[src/rtl/tpu_layer_sequencer_pkg.sv]
`default_nettype none
// ============================================================================
// Module   : tpu_layer_sequencer_pkg
// Brief    : TPU register map, sequencer/APB state encodings and done-bit index
// Revision : 1.0
// ============================================================================
package tpu_layer_sequencer_pkg;

    localparam logic [7:0] REG_STDN_TPU_ADDR = 8'h00;
    localparam logic [7:0] REG_ENABLES_ADDR  = 8'h04;
    localparam logic [7:0] REG_MEAN_ADDR     = 8'h08;
    localparam logic [7:0] REG_INV_VAR_ADDR  = 8'h0C;
    localparam logic [7:0] REG_MATRIX_A_ADDR = 8'h10;
    localparam logic [7:0] REG_MATRIX_B_ADDR = 8'h14;
    localparam logic [7:0] REG_MATRIX_C_ADDR = 8'h18;

    localparam int DONE_BIT = 31;

    typedef enum logic [3:0] {
        ST_IDLE   = 4'd0,
        ST_W_EN   = 4'd1,
        ST_W_MEAN = 4'd2,
        ST_W_INV  = 4'd3,
        ST_W_A    = 4'd4,
        ST_W_B    = 4'd5,
        ST_W_C    = 4'd6,
        ST_W_GO   = 4'd7,
        ST_POLL   = 4'd8,
        ST_W_STOP = 4'd9,
        ST_NEXT   = 4'd10,
        ST_FIN    = 4'd11
    } state_t;

    typedef enum logic [1:0] {
        PH_IDLE   = 2'd0,
        PH_SETUP  = 2'd1,
        PH_ACCESS = 2'd2
    } apb_phase_t;

endpackage
`default_nettype wire

[src/rtl/tpu_layer_sequencer_apb.sv]
`default_nettype none
// ============================================================================
// Module   : apb_master_port
// Brief    : Single-outstanding APB master: SETUP, ACCESS until PREADY, idle
// Revision : 1.0
// ============================================================================
module apb_master_port
    import tpu_layer_sequencer_pkg::*;
#(
    parameter int AW = 8,
    parameter int DW = 32
) (
    input  logic          clk,
    input  logic          resetn,
    input  logic          req,
    input  logic          wr,
    input  logic [AW-1:0] addr,
    input  logic [DW-1:0] wdata,
    output logic          ack,
    output logic [DW-1:0] rdata,
    output logic [AW-1:0] PADDR,
    output logic          PWRITE,
    output logic          PSEL,
    output logic          PENABLE,
    output logic [DW-1:0] PWDATA,
    input  logic [DW-1:0] PRDATA,
    input  logic          PREADY
);

    apb_phase_t r_phase;

    // req is only honoured in the idle phase; the caller waits for ack
    always_ff @(posedge clk or negedge resetn) begin
        if (!resetn) begin
            r_phase <= PH_IDLE;
            ack     <= 1'b0;
            rdata   <= '0;
            PADDR   <= '0;
            PWRITE  <= 1'b0;
            PSEL    <= 1'b0;
            PENABLE <= 1'b0;
            PWDATA  <= '0;
        end else begin
            ack <= 1'b0;
            case (r_phase)
                PH_IDLE: begin
                    if (req) begin
                        PSEL    <= 1'b1;
                        PWRITE  <= wr;
                        PADDR   <= addr;
                        PWDATA  <= wdata;
                        r_phase <= PH_SETUP;
                    end
                end
                PH_SETUP: begin
                    PENABLE <= 1'b1;
                    r_phase <= PH_ACCESS;
                end
                PH_ACCESS: begin
                    if (PREADY) begin
                        rdata   <= PRDATA;
                        ack     <= 1'b1;
                        PSEL    <= 1'b0;
                        PENABLE <= 1'b0;
                        PWRITE  <= 1'b0;
                        PADDR   <= '0;
                        PWDATA  <= '0;
                        r_phase <= PH_IDLE;
                    end
                end
                default: r_phase <= PH_IDLE;
            endcase
        end
    end

endmodule
`default_nettype wire

[src/rtl/tpu_layer_sequencer.sv]
`default_nettype none
// ============================================================================
// Module   : tpu_layer_sequencer
// Brief    : Descriptor-driven APB sequencer running multi-layer TPU inference
// Revision : 1.0
// ============================================================================
module tpu_layer_sequencer
    import tpu_layer_sequencer_pkg::*;
#(
    parameter int MAX_LAYERS    = 8,
    parameter int REG_ADDRWIDTH = 8,
    parameter int REG_DATAWIDTH = 32,
    parameter int AWIDTH        = 10,
    parameter int POLL_GAP      = 4,
    parameter int TIMEOUT       = 4096
) (
    input  logic                          clk,
    input  logic                          resetn,
    input  logic                          start,
    input  logic                          abort,
    input  logic [$clog2(MAX_LAYERS):0]   num_layers,
    input  logic [3:0]                    enables,
    input  logic [7:0]                    mean,
    input  logic [7:0]                    inv_var,
    input  logic                          desc_we,
    input  logic [$clog2(MAX_LAYERS)-1:0] desc_idx,
    input  logic [AWIDTH-1:0]             desc_a,
    input  logic [AWIDTH-1:0]             desc_b,
    input  logic [AWIDTH-1:0]             desc_c,
    output logic                          busy,
    output logic                          done,
    output logic                          error,
    output logic                          aborted,
    output logic [$clog2(MAX_LAYERS)-1:0] cur_layer,
    output logic [REG_ADDRWIDTH-1:0]      PADDR,
    output logic                          PWRITE,
    output logic                          PSEL,
    output logic                          PENABLE,
    output logic [REG_DATAWIDTH-1:0]      PWDATA,
    input  logic [REG_DATAWIDTH-1:0]      PRDATA,
    input  logic                          PREADY
);

    localparam int c_LAYER_W = $clog2(MAX_LAYERS);
    localparam int c_NUM_W   = c_LAYER_W + 1;
    localparam int c_POLL_W  = (TIMEOUT > 1) ? $clog2(TIMEOUT) : 1;
    localparam int c_GAP_W   = (POLL_GAP > 0) ? $clog2(POLL_GAP + 1) : 1;

    logic [AWIDTH-1:0] r_desc_a [MAX_LAYERS];
    logic [AWIDTH-1:0] r_desc_b [MAX_LAYERS];
    logic [AWIDTH-1:0] r_desc_c [MAX_LAYERS];

    state_t                   r_state;
    logic                     r_busy, r_done, r_error, r_aborted;
    logic [c_LAYER_W-1:0]     r_cur_layer;
    logic [c_NUM_W-1:0]       r_num;
    logic                     r_pending, r_go_active, r_abort_seen;
    logic [c_POLL_W-1:0]      r_polls;
    logic [c_GAP_W-1:0]       r_gap;

    logic                     w_req, w_wr, w_ack, w_xfer, w_abortable, w_abort_now;
    logic [REG_ADDRWIDTH-1:0] w_addr;
    logic [REG_DATAWIDTH-1:0] w_wdata, w_rdata;
    logic [c_NUM_W-1:0]       w_next_cnt;
    logic                     w_unused_rdata;

    assign busy      = r_busy;
    assign done      = r_done;
    assign error     = r_error;
    assign aborted   = r_aborted;
    assign cur_layer = r_cur_layer;

    always_ff @(posedge clk or negedge resetn) begin
        if (!resetn) begin
            for (int i = 0; i < MAX_LAYERS; i++) begin
                r_desc_a[i] <= '0;
                r_desc_b[i] <= '0;
                r_desc_c[i] <= '0;
            end
        end else if (desc_we && !r_busy) begin
            r_desc_a[desc_idx] <= desc_a;
            r_desc_b[desc_idx] <= desc_b;
            r_desc_c[desc_idx] <= desc_c;
        end
    end

    assign w_xfer      = (r_state inside {ST_W_EN, ST_W_MEAN, ST_W_INV, ST_W_A, ST_W_B,
                                          ST_W_C, ST_W_GO, ST_POLL, ST_W_STOP});
    assign w_abortable = w_xfer && (r_state != ST_W_STOP);
    assign w_abort_now = r_abort_seen || abort;
    // A pending abort suppresses new requests but never cuts one short
    assign w_req       = w_xfer && !r_pending && !(w_abortable && w_abort_now)
                         && !((r_state == ST_POLL) && (r_gap != '0));
    assign w_next_cnt  = c_NUM_W'(r_cur_layer) + c_NUM_W'(1);
    assign w_unused_rdata = &{1'b0, w_rdata};

    always_comb begin
        w_wr    = 1'b1;
        w_addr  = '0;
        w_wdata = '0;
        case (r_state)
            ST_W_EN:   begin w_addr = REG_ADDRWIDTH'(REG_ENABLES_ADDR);  w_wdata = REG_DATAWIDTH'(enables); end
            ST_W_MEAN: begin w_addr = REG_ADDRWIDTH'(REG_MEAN_ADDR);     w_wdata = REG_DATAWIDTH'(mean); end
            ST_W_INV:  begin w_addr = REG_ADDRWIDTH'(REG_INV_VAR_ADDR);  w_wdata = REG_DATAWIDTH'(inv_var); end
            ST_W_A:    begin w_addr = REG_ADDRWIDTH'(REG_MATRIX_A_ADDR); w_wdata = REG_DATAWIDTH'(r_desc_a[r_cur_layer]); end
            ST_W_B:    begin w_addr = REG_ADDRWIDTH'(REG_MATRIX_B_ADDR); w_wdata = REG_DATAWIDTH'(r_desc_b[r_cur_layer]); end
            ST_W_C:    begin w_addr = REG_ADDRWIDTH'(REG_MATRIX_C_ADDR); w_wdata = REG_DATAWIDTH'(r_desc_c[r_cur_layer]); end
            ST_W_GO:   begin w_addr = REG_ADDRWIDTH'(REG_STDN_TPU_ADDR); w_wdata = REG_DATAWIDTH'(1); end
            ST_POLL:   begin w_addr = REG_ADDRWIDTH'(REG_STDN_TPU_ADDR); w_wr = 1'b0; end
            ST_W_STOP: begin w_addr = REG_ADDRWIDTH'(REG_STDN_TPU_ADDR); end
            default:   ;
        endcase
    end

    always_ff @(posedge clk or negedge resetn) begin
        if (!resetn) begin
            r_state      <= ST_IDLE;
            r_busy       <= 1'b0;
            r_done       <= 1'b0;
            r_error      <= 1'b0;
            r_aborted    <= 1'b0;
            r_cur_layer  <= '0;
            r_num        <= '0;
            r_pending    <= 1'b0;
            r_go_active  <= 1'b0;
            r_abort_seen <= 1'b0;
            r_polls      <= '0;
            r_gap        <= '0;
        end else begin
            r_done <= 1'b0;
            if (abort && (r_state != ST_IDLE)) r_abort_seen <= 1'b1;
            case (r_state)
                ST_IDLE: begin
                    if (start && !abort) begin
                        r_state      <= ST_W_EN;
                        r_busy       <= 1'b1;
                        r_error      <= 1'b0;
                        r_aborted    <= 1'b0;
                        r_cur_layer  <= '0;
                        r_go_active  <= 1'b0;
                        r_abort_seen <= 1'b0;
                        r_pending    <= 1'b0;
                        r_num        <= (num_layers > c_NUM_W'(MAX_LAYERS)) ? c_NUM_W'(MAX_LAYERS) : num_layers;
                    end
                end
                ST_FIN: begin
                    r_done  <= 1'b1;
                    r_busy  <= 1'b0;
                    r_state <= ST_IDLE;
                end
                ST_NEXT: begin
                    r_cur_layer <= r_cur_layer + 1'b1;
                    r_state     <= (w_next_cnt == r_num) ? ST_FIN : ST_W_A;
                end
                default: begin
                    if (w_req) begin
                        r_pending <= 1'b1;
                    end else if (w_ack) begin
                        r_pending <= 1'b0;
                        case (r_state)
                            ST_W_EN:   r_state <= ST_W_MEAN;
                            ST_W_MEAN: r_state <= ST_W_INV;
                            ST_W_INV:  r_state <= (r_num == '0) ? ST_FIN : ST_W_A;
                            ST_W_A:    r_state <= ST_W_B;
                            ST_W_B:    r_state <= ST_W_C;
                            ST_W_C:    r_state <= ST_W_GO;
                            ST_W_GO: begin
                                r_go_active <= 1'b1;
                                r_polls     <= '0;
                                r_gap       <= '0;
                                r_state     <= ST_POLL;
                            end
                            ST_POLL: begin
                                if (w_rdata[DONE_BIT]) begin
                                    r_state <= ST_W_STOP;
                                end else if (r_polls == c_POLL_W'(TIMEOUT - 1)) begin
                                    r_error <= 1'b1;
                                    r_state <= ST_W_STOP;
                                end else begin
                                    r_polls <= r_polls + 1'b1;
                                    r_gap   <= c_GAP_W'(POLL_GAP);
                                end
                            end
                            ST_W_STOP: begin
                                r_go_active <= 1'b0;
                                if (w_abort_now) r_aborted <= 1'b1;
                                r_state <= (r_error || w_abort_now) ? ST_FIN : ST_NEXT;
                            end
                            default: r_state <= ST_FIN;
                        endcase
                    end else if (!r_pending && w_abortable && w_abort_now) begin
                        // Layer already started must be stopped before finishing
                        r_aborted <= 1'b1;
                        r_state   <= r_go_active ? ST_W_STOP : ST_FIN;
                    end else if ((r_state == ST_POLL) && !r_pending && (r_gap != '0)) begin
                        r_gap <= r_gap - 1'b1;
                    end
                end
            endcase
        end
    end

    apb_master_port #(
        .AW (REG_ADDRWIDTH),
        .DW (REG_DATAWIDTH)
    ) u_apb (
        .clk     (clk),
        .resetn  (resetn),
        .req     (w_req),
        .wr      (w_wr),
        .addr    (w_addr),
        .wdata   (w_wdata),
        .ack     (w_ack),
        .rdata   (w_rdata),
        .PADDR   (PADDR),
        .PWRITE  (PWRITE),
        .PSEL    (PSEL),
        .PENABLE (PENABLE),
        .PWDATA  (PWDATA),
        .PRDATA  (PRDATA),
        .PREADY  (PREADY)
    );

endmodule
`default_nettype wire

[config.mk]
export PLATFORM = sky130hd
export DESIGN_NAME = tpu_layer_sequencer
export DESIGN_NICKNAME = d
export VERILOG_FILES = /design/src/rtl/tpu_layer_sequencer_pkg.sv /design/src/rtl/tpu_layer_sequencer_apb.sv /design/src/rtl/tpu_layer_sequencer.sv
export SDC_FILE = /design/constraint.sdc
export NUM_CORES = 1
export LEC_CHECK = 0
export ABC_AREA = 1
export CORE_MARGIN = 2
export CORE_UTILIZATION = 57
export DETAILED_ROUTE_END_ITERATION = 8
export HOLD_SLACK_MARGIN = 0.05
export PLACE_DENSITY = 0.8
export SYNTH_ARGS = -nofsm -noshare
export SYNTH_HDL_FRONTEND = slang
export SYNTH_SLANG_ARGS = --single-unit
[constraint.sdc]
create_clock -name clk -period 1.82 [get_ports clk]
set_input_delay 0.273 -clock clk [delete_from_list [all_inputs] [get_ports clk]]
set_output_delay 0.273 -clock clk [all_outputs]
set_load 0.05 [all_outputs]
Yosys cells after proc, flatten, opt, wreduce, memory -nomap -nowiden. Index checks and enable logic that the tools add are counted.

$add $sub $neg: 4. Magnitude comparators: 4. Reduce and logical (&&, ||, !) cells: 56. Bitwise gates (word level): 5. Muxes and demuxes: 84. Equality and inequality tests: 31.

Operator list (count): bitwise mux 80 bit (3); binary-select mux 10 bit (select 3 bit) (3); 2-to-1 mux 10 bit (7); one-hot mux 10 bit (7 select lines) (1); 2-to-1 mux 32 bit (2); one-hot mux 32 bit (2 select lines) (1); 2-to-1 mux 4 bit (9); one-hot mux 4 bit (9 select lines) (1); demux 10 bit (select 3 bit) (1); one-hot mux 5 bit (6 select lines) (1); 2-to-1 mux 1 bit (27); 2-to-1 mux 12 bit (2); one-hot mux 12 bit (2 select lines) (1); 2-to-1 mux 3 bit (6); one-hot mux 1 bit (2 select lines) (9); nonzero test 2 bit (9); equality test 4 x 3 -> 1 bit, second input constant (4); equality test 4 bit, second input constant (4); 2-to-1 mux 8 bit (2); one-hot mux 8 bit (2 select lines) (1); != test 3 bit, second input constant (5); logical AND 1 bit (14); AND reduction 7 bit (2); adder 12 x 1 -> 12 bit, second input constant (1); 37 further kinds (68).

Output and inout port bits: 50. Logic and storage cells: 228. Register bits: 351.

Logic depth before layout (Yosys ltp).
Word-level depth: 9. Gate-level depth with buffers: 14.

By module. From an unflattened synthesis, not the netlist that was laid out.

Cells, all modules: 1947. Area total of the unflattened synthesis: 16290.6 µm².

Modules (own cells, without submodules): tpu_layer_sequencer (times used 1, area each 13133.8 µm², cells each 1613); apb_master_port (times used 1, area each 3156.8 µm², cells each 334).

Worst setup path after synthesis. No wires, ideal clock.

Path type: flip-flop to flip-flop. From: reg r_cur_layer[0] (netlist: cur_layer[0]). To: reg u_apb.PWDATA[2]. Data arrival time: 1.767 ns. Period minus slack after synthesis: 1.890 ns. Setup time: 0.123 ns. Stages on the path, launching flop included: 10. Setup slack: -0.070 ns. Path through: dfrtp_1 buf_2 clkbuf_1 a21oi_1 o21ai_0 o211ai_1 nand3_1 nand2_1 o21ai_0 nand2_1.

Cells in the longest elaborated chain, start to end: 7.

Ends and longest elaborated chain: start: declaration (line tpu_layer_sequencer.sv:55) `logic [c_LAYER_W-1:0] r_cur_layer;`; start signal: assignment (line tpu_layer_sequencer.sv:152) `r_cur_layer <= r_cur_layer + 1'b1;`; inverter 3 -> 4 bit (implied by the code) (*) (line tpu_layer_sequencer.sv:105, tpu_layer_sequencer.sv:106, tpu_layer_sequencer.sv:107); binary-select mux 10 bit (select 3 bit) (on tied branches) (line tpu_layer_sequencer.sv:107, tpu_layer_sequencer.sv:105, tpu_layer_sequencer.sv:106); 2-to-1 mux 10 bit (on tied branches) (2 in a row) (line tpu_layer_sequencer.sv:107, tpu_layer_sequencer.sv:105, tpu_layer_sequencer.sv:106); one-hot mux 10 bit (7 select lines) (*) (line tpu_layer_sequencer.sv:101) `case (r_state)`; 2-to-1 mux 32 bit (*) (line tpu_layer_sequencer_apb.sv:47) `if (req) begin`; one-hot mux 32 bit (2 select lines) (*) (line tpu_layer_sequencer_apb.sv:45) `case (r_phase)`; end signal: assignment (line tpu_layer_sequencer_apb.sv:51) `PWDATA <= wdata;`; end: declaration (line tpu_layer_sequencer_apb.sv:25) `output logic [DW-1:0] PWDATA,`.

Every way passes the cells marked *; elsewhere a longest branch is shown, timed or not. The select of a mux whose other input is x is not followed. A chain may end at the register's enable or synchronous reset.

Final worst setup path.
From: reg r_cur_layer[0] (netlist: cur_layer[0]). To: out cur_layer[0].

RTL lines: end: declaration (line tpu_layer_sequencer.sv:34) `output logic [$clog2(MAX_LAYERS)-1:0] cur_layer,`.

No word-level cell between the ends.

==> results.sh <==
export IMPL_synthCells=1721
export IMPL_slew_headroom_pct=65.9
export IMPL_synthTopCellsByCount="417 x nand2_1, 354 x o21ai_0, 293 x dfrtp_1"
export IMPL_drv_slew=0
export IMPL_setup_slack_ps=-15.7
export IMPL_initial_utilization_pct=57.7
export IMPL_worstPathCellList="buf_6 > buf_6 > buf_12"
export IMPL_portBuffers=86
export IMPL_crit_required_ps=1550
export IMPL_end_kind="output pin"
export IMPL_hp_class="primary input to asynchronous set/reset pin"
export IMPL_leakagePower_nw=8.10
export IMPL_synth_edf_count=0
export IMPL_cts_buffer_depth=3
export IMPL_violations="negative setup slack"
export IMPL_first_global_vias=12100
export IMPL_rsz0062_at_grt="yes"
export IMPL_die_w_um=160
export IMPL_gp_congestion=0.904
export IMPL_maxCapViolCount=0
export IMPL_seqPwrFrac_pct=36.8
export IMPL_vias_per_cell=5.82
export IMPL_ff2ff_path_depth=9
export IMPL_synth_top_area_share_pct=52.6
export IMPL_grt_overflow=0
export IMPL_die_h_um=160
export IMPL_syn_area_um2=13900
export IMPL_cpMaxStageDelayCell="dfrtp_4"
export IMPL_swShare_pct=38.8
export IMPL_status="complete, but fails checks"
export IMPL_grt_pass1_wl_um=61500
export IMPL_async_reset_ff_share_pct=100
export IMPL_hold_viol=0
export IMPL_ir_drop_v=0.000994
export IMPL_p_switching_mw=10.8
export IMPL_cpPeakStageDelay_ps=570
export IMPL_antenna_cells=0
export IMPL_worstSetupPathType="flip-flop to output pin"
export IMPL_clkTransAtPathRegs_ps=60
export IMPL_insertion_delay_ps=560
export IMPL_critical_path_max_fanout=7
export IMPL_power_density_nw_per_um2=1610
export IMPL_final_setup_viol_count=1
export IMPL_drtAntennaViolNets=0
export IMPL_antenna_found_initial=0
export IMPL_fillers=1807
export IMPL_pwr_share_clk_pct=22.4
export IMPL_synthToLayoutAreaGrowth_pct=23.3
export IMPL_final_core_util_pct=71.1
export IMPL_finClkSkew_ps=14.4
export IMPL_postSynthAreaPerCell_um2=8.10
export IMPL_min_period_ps=1840
export IMPL_cts_root_buffer="clkbuf_16"
export IMPL_placementRows=57
export IMPL_ys_flop_type="dfrtp_1"
export IMPL_ys_seq_area_share_pct=52.6
export IMPL_wl_per_cell_um=18.0
export IMPL_ys_seq_elements=293
export IMPL_finalCritPeriodShare_pct=101
export IMPL_nets=1935
export IMPL_core_area_um2=24200
export IMPL_start_kind="flip-flop"
export IMPL_place_hpwl_um=23700
export IMPL_tightest_slew_ps=511
export IMPL_critical_path_top_delay_family="flip-flops"
export IMPL_wl_um=39300
export IMPL_dp_cells=2113
export IMPL_yosysMostFrequentCell="nand2_1"
export IMPL_cts_sinks=293
export IMPL_arrival_ps=1560
export IMPL_p_int_mw=16.9
export IMPL_h_tree_depth=1
export IMPL_crit_top_cell="buf_6"
export IMPL_worst_path_buf_inv=3
export IMPL_max_freq_mhz=545
export IMPL_grtUsageTotal_pct=29.5
export IMPL_yosys_area_top_type="dfrtp_1"
export IMPL_final_cells=2180
export IMPL_yosys_top_cells_area="dfrtp_1 53%, o21ai_0 13%, nand2_1 11%"
export IMPL_drt_iter0_drc=1458
export IMPL_die_area_um2=25700
export IMPL_grt_max_degree=80
export IMPL_vias=12700
export IMPL_cts_made_buffers=30
export IMPL_hold_slack_ps=247
export IMPL_synth_cell_types=35
export IMPL_ios=145
export IMPL_reg2reg_to="r_state[0]$_DFFE_PN0P_"
export IMPL_p_comb_share_pct=40.8
export IMPL_cts_tree="done"
export IMPL_layout_drive_gt1_share_pct=12.4
export IMPL_drc=0
export IMPL_dr_pass1_iters=6
export IMPL_yosysWarnings=0
export IMPL_r2r_setup_slack_ps=0
export IMPL_reg2reg_from="cur_layer[0]$_DFFE_PN0P_"
[cell families (layout without fill, tap and decap cells)]
group	Yosys count	in the layout	share of synthesized area [%]
adders and majority gates	4	4	0.359
buffers and inverters	276	385	8.38
and+or+nand+nor	643	643	18.7
DFF	293	293	52.6
xor gates and xnor gates	6	6	0.377
AOI/OAI and AO/OA	498	498	19.5
other	1	27	0.0269
[power by group through the flow]
stage	clock [mW]	combinational [mW]	sequential, mW
2_1_floorplan	0	6.32	10.3
3_3_place_gp	0	9.73	10.0
3_5_place_dp	0	10.0	10.2
4_1_cts	6.24	10.2	10.1
5_1_grt	6.53	12.5	10.4
6_report	6.20	11.3	10.2
[routing by layer]
layer	share of wire, %	track usage, %	vias to the layer above
met4	3.4	9.50	0
met5	0	0	-
li1	-	-	5858
met1	40	39.7	6072
met2	48	49.7	641
met3	9.0	4.29	106
[repair_timing]
| action | in CTS | in global routing |
|---|---|---|
| endpoints found under the setup margin | 47 | 36 |
| gates resized for setup | 31 | 85 |
| hold buffers | 1 | 0 |
| hold endpoints to repair | 48 | 0 |
| setup buffers | 3 | 7 |
| pin swaps | 0 | 34 |
| gates cloned | 0 | 4 |
[through the flow]
| step | power [mW] | instance area (um^2) | setup WS [ps] | TNS [ps] |
|---|---|---|---|---|
| after floorplan | 16.7 | 14000 | 32.9 | 0 |
| after global placement | 19.8 | 15800 | -100 | -601 |
| after detailed placement | 20.2 | 15800 | -79.9 | -1070 |
| after CTS | 26.5 | 16800 | 12.1 | 0 |
| after global routing | 29.5 | 17200 | -75.2 | -838 |
| final | 27.7 | 17200 | -15.7 | -15.7 |
[layout by cell type, fill, tap and decap left out, drive strengths merged, types with 43 or more instances in the layout]
| master | synthesis | final |
|---|---|---|
| nand2 | 421 | 421 |
| o21ai | 365 | 365 |
| dfrtp | 293 | 293 |
| a21oi | 43 | 43 |
| nor2 | 121 | 121 |
| buf | 44 | 104 |
| clkdlybuf4s50 | 0 | 62 |
| clkbuf | 87 | 52 |
| o211ai | 81 | 81 |
| inv | 144 | 146 |
| nand3 | 85 | 85 |
[registers in the layout, summed over array words and instances, names as in the netlist, 3 cells and up]
signal and flops:
r_polls 12, r_state 4, cur_layer 3, u_apb.PADDR 3, r_gap 3, u_apb.PWDATA 10
r_desc_c 80, r_num 4, r_desc_b 80, r_desc_a 80
[cell type report]
cell class	count	area [um^2]	area share [%]
Timing Repair Buffer	188	2110	12.3
Sequential cell	293	7340	42.7
Inverter	145	549	3.20
Clock buffer	48	920	5.35
Tap cell	324	405	2.36
Clock inverter	4	76.3	0.444
Multi-Input combinational cell	1178	5790	33.7
[worst max-delay path by stage]
stage | from | endpoint | slack, ps | cells after the start
after floorplan | busy$_DFFE_PN0P_ | r_desc_a[21]$_DFFE_PN0P_ | 30 | 8
after global placement | r_state[2]$_DFFE_PN0P_ | r_num[0]$_DFFE_PN0P_ | -100 | 8
after detailed placement | r_state[2]$_DFFE_PN0P_ | r_num[0]$_DFFE_PN0P_ | -80 | 8
after CTS | cur_layer[0]$_DFFE_PN0P_ | u_apb.PWDATA[7]$_DFFE_PN0P_ | 10 | 8
after global routing | cur_layer[0]$_DFFE_PN0P_ | r_state[0]$_DFFE_PN0P_ | -80 | 9
final | cur_layer[0]$_DFFE_PN0P_ | cur_layer[0] | -20 | 3
Note: power is estimated with default switching activity, not from simulation.
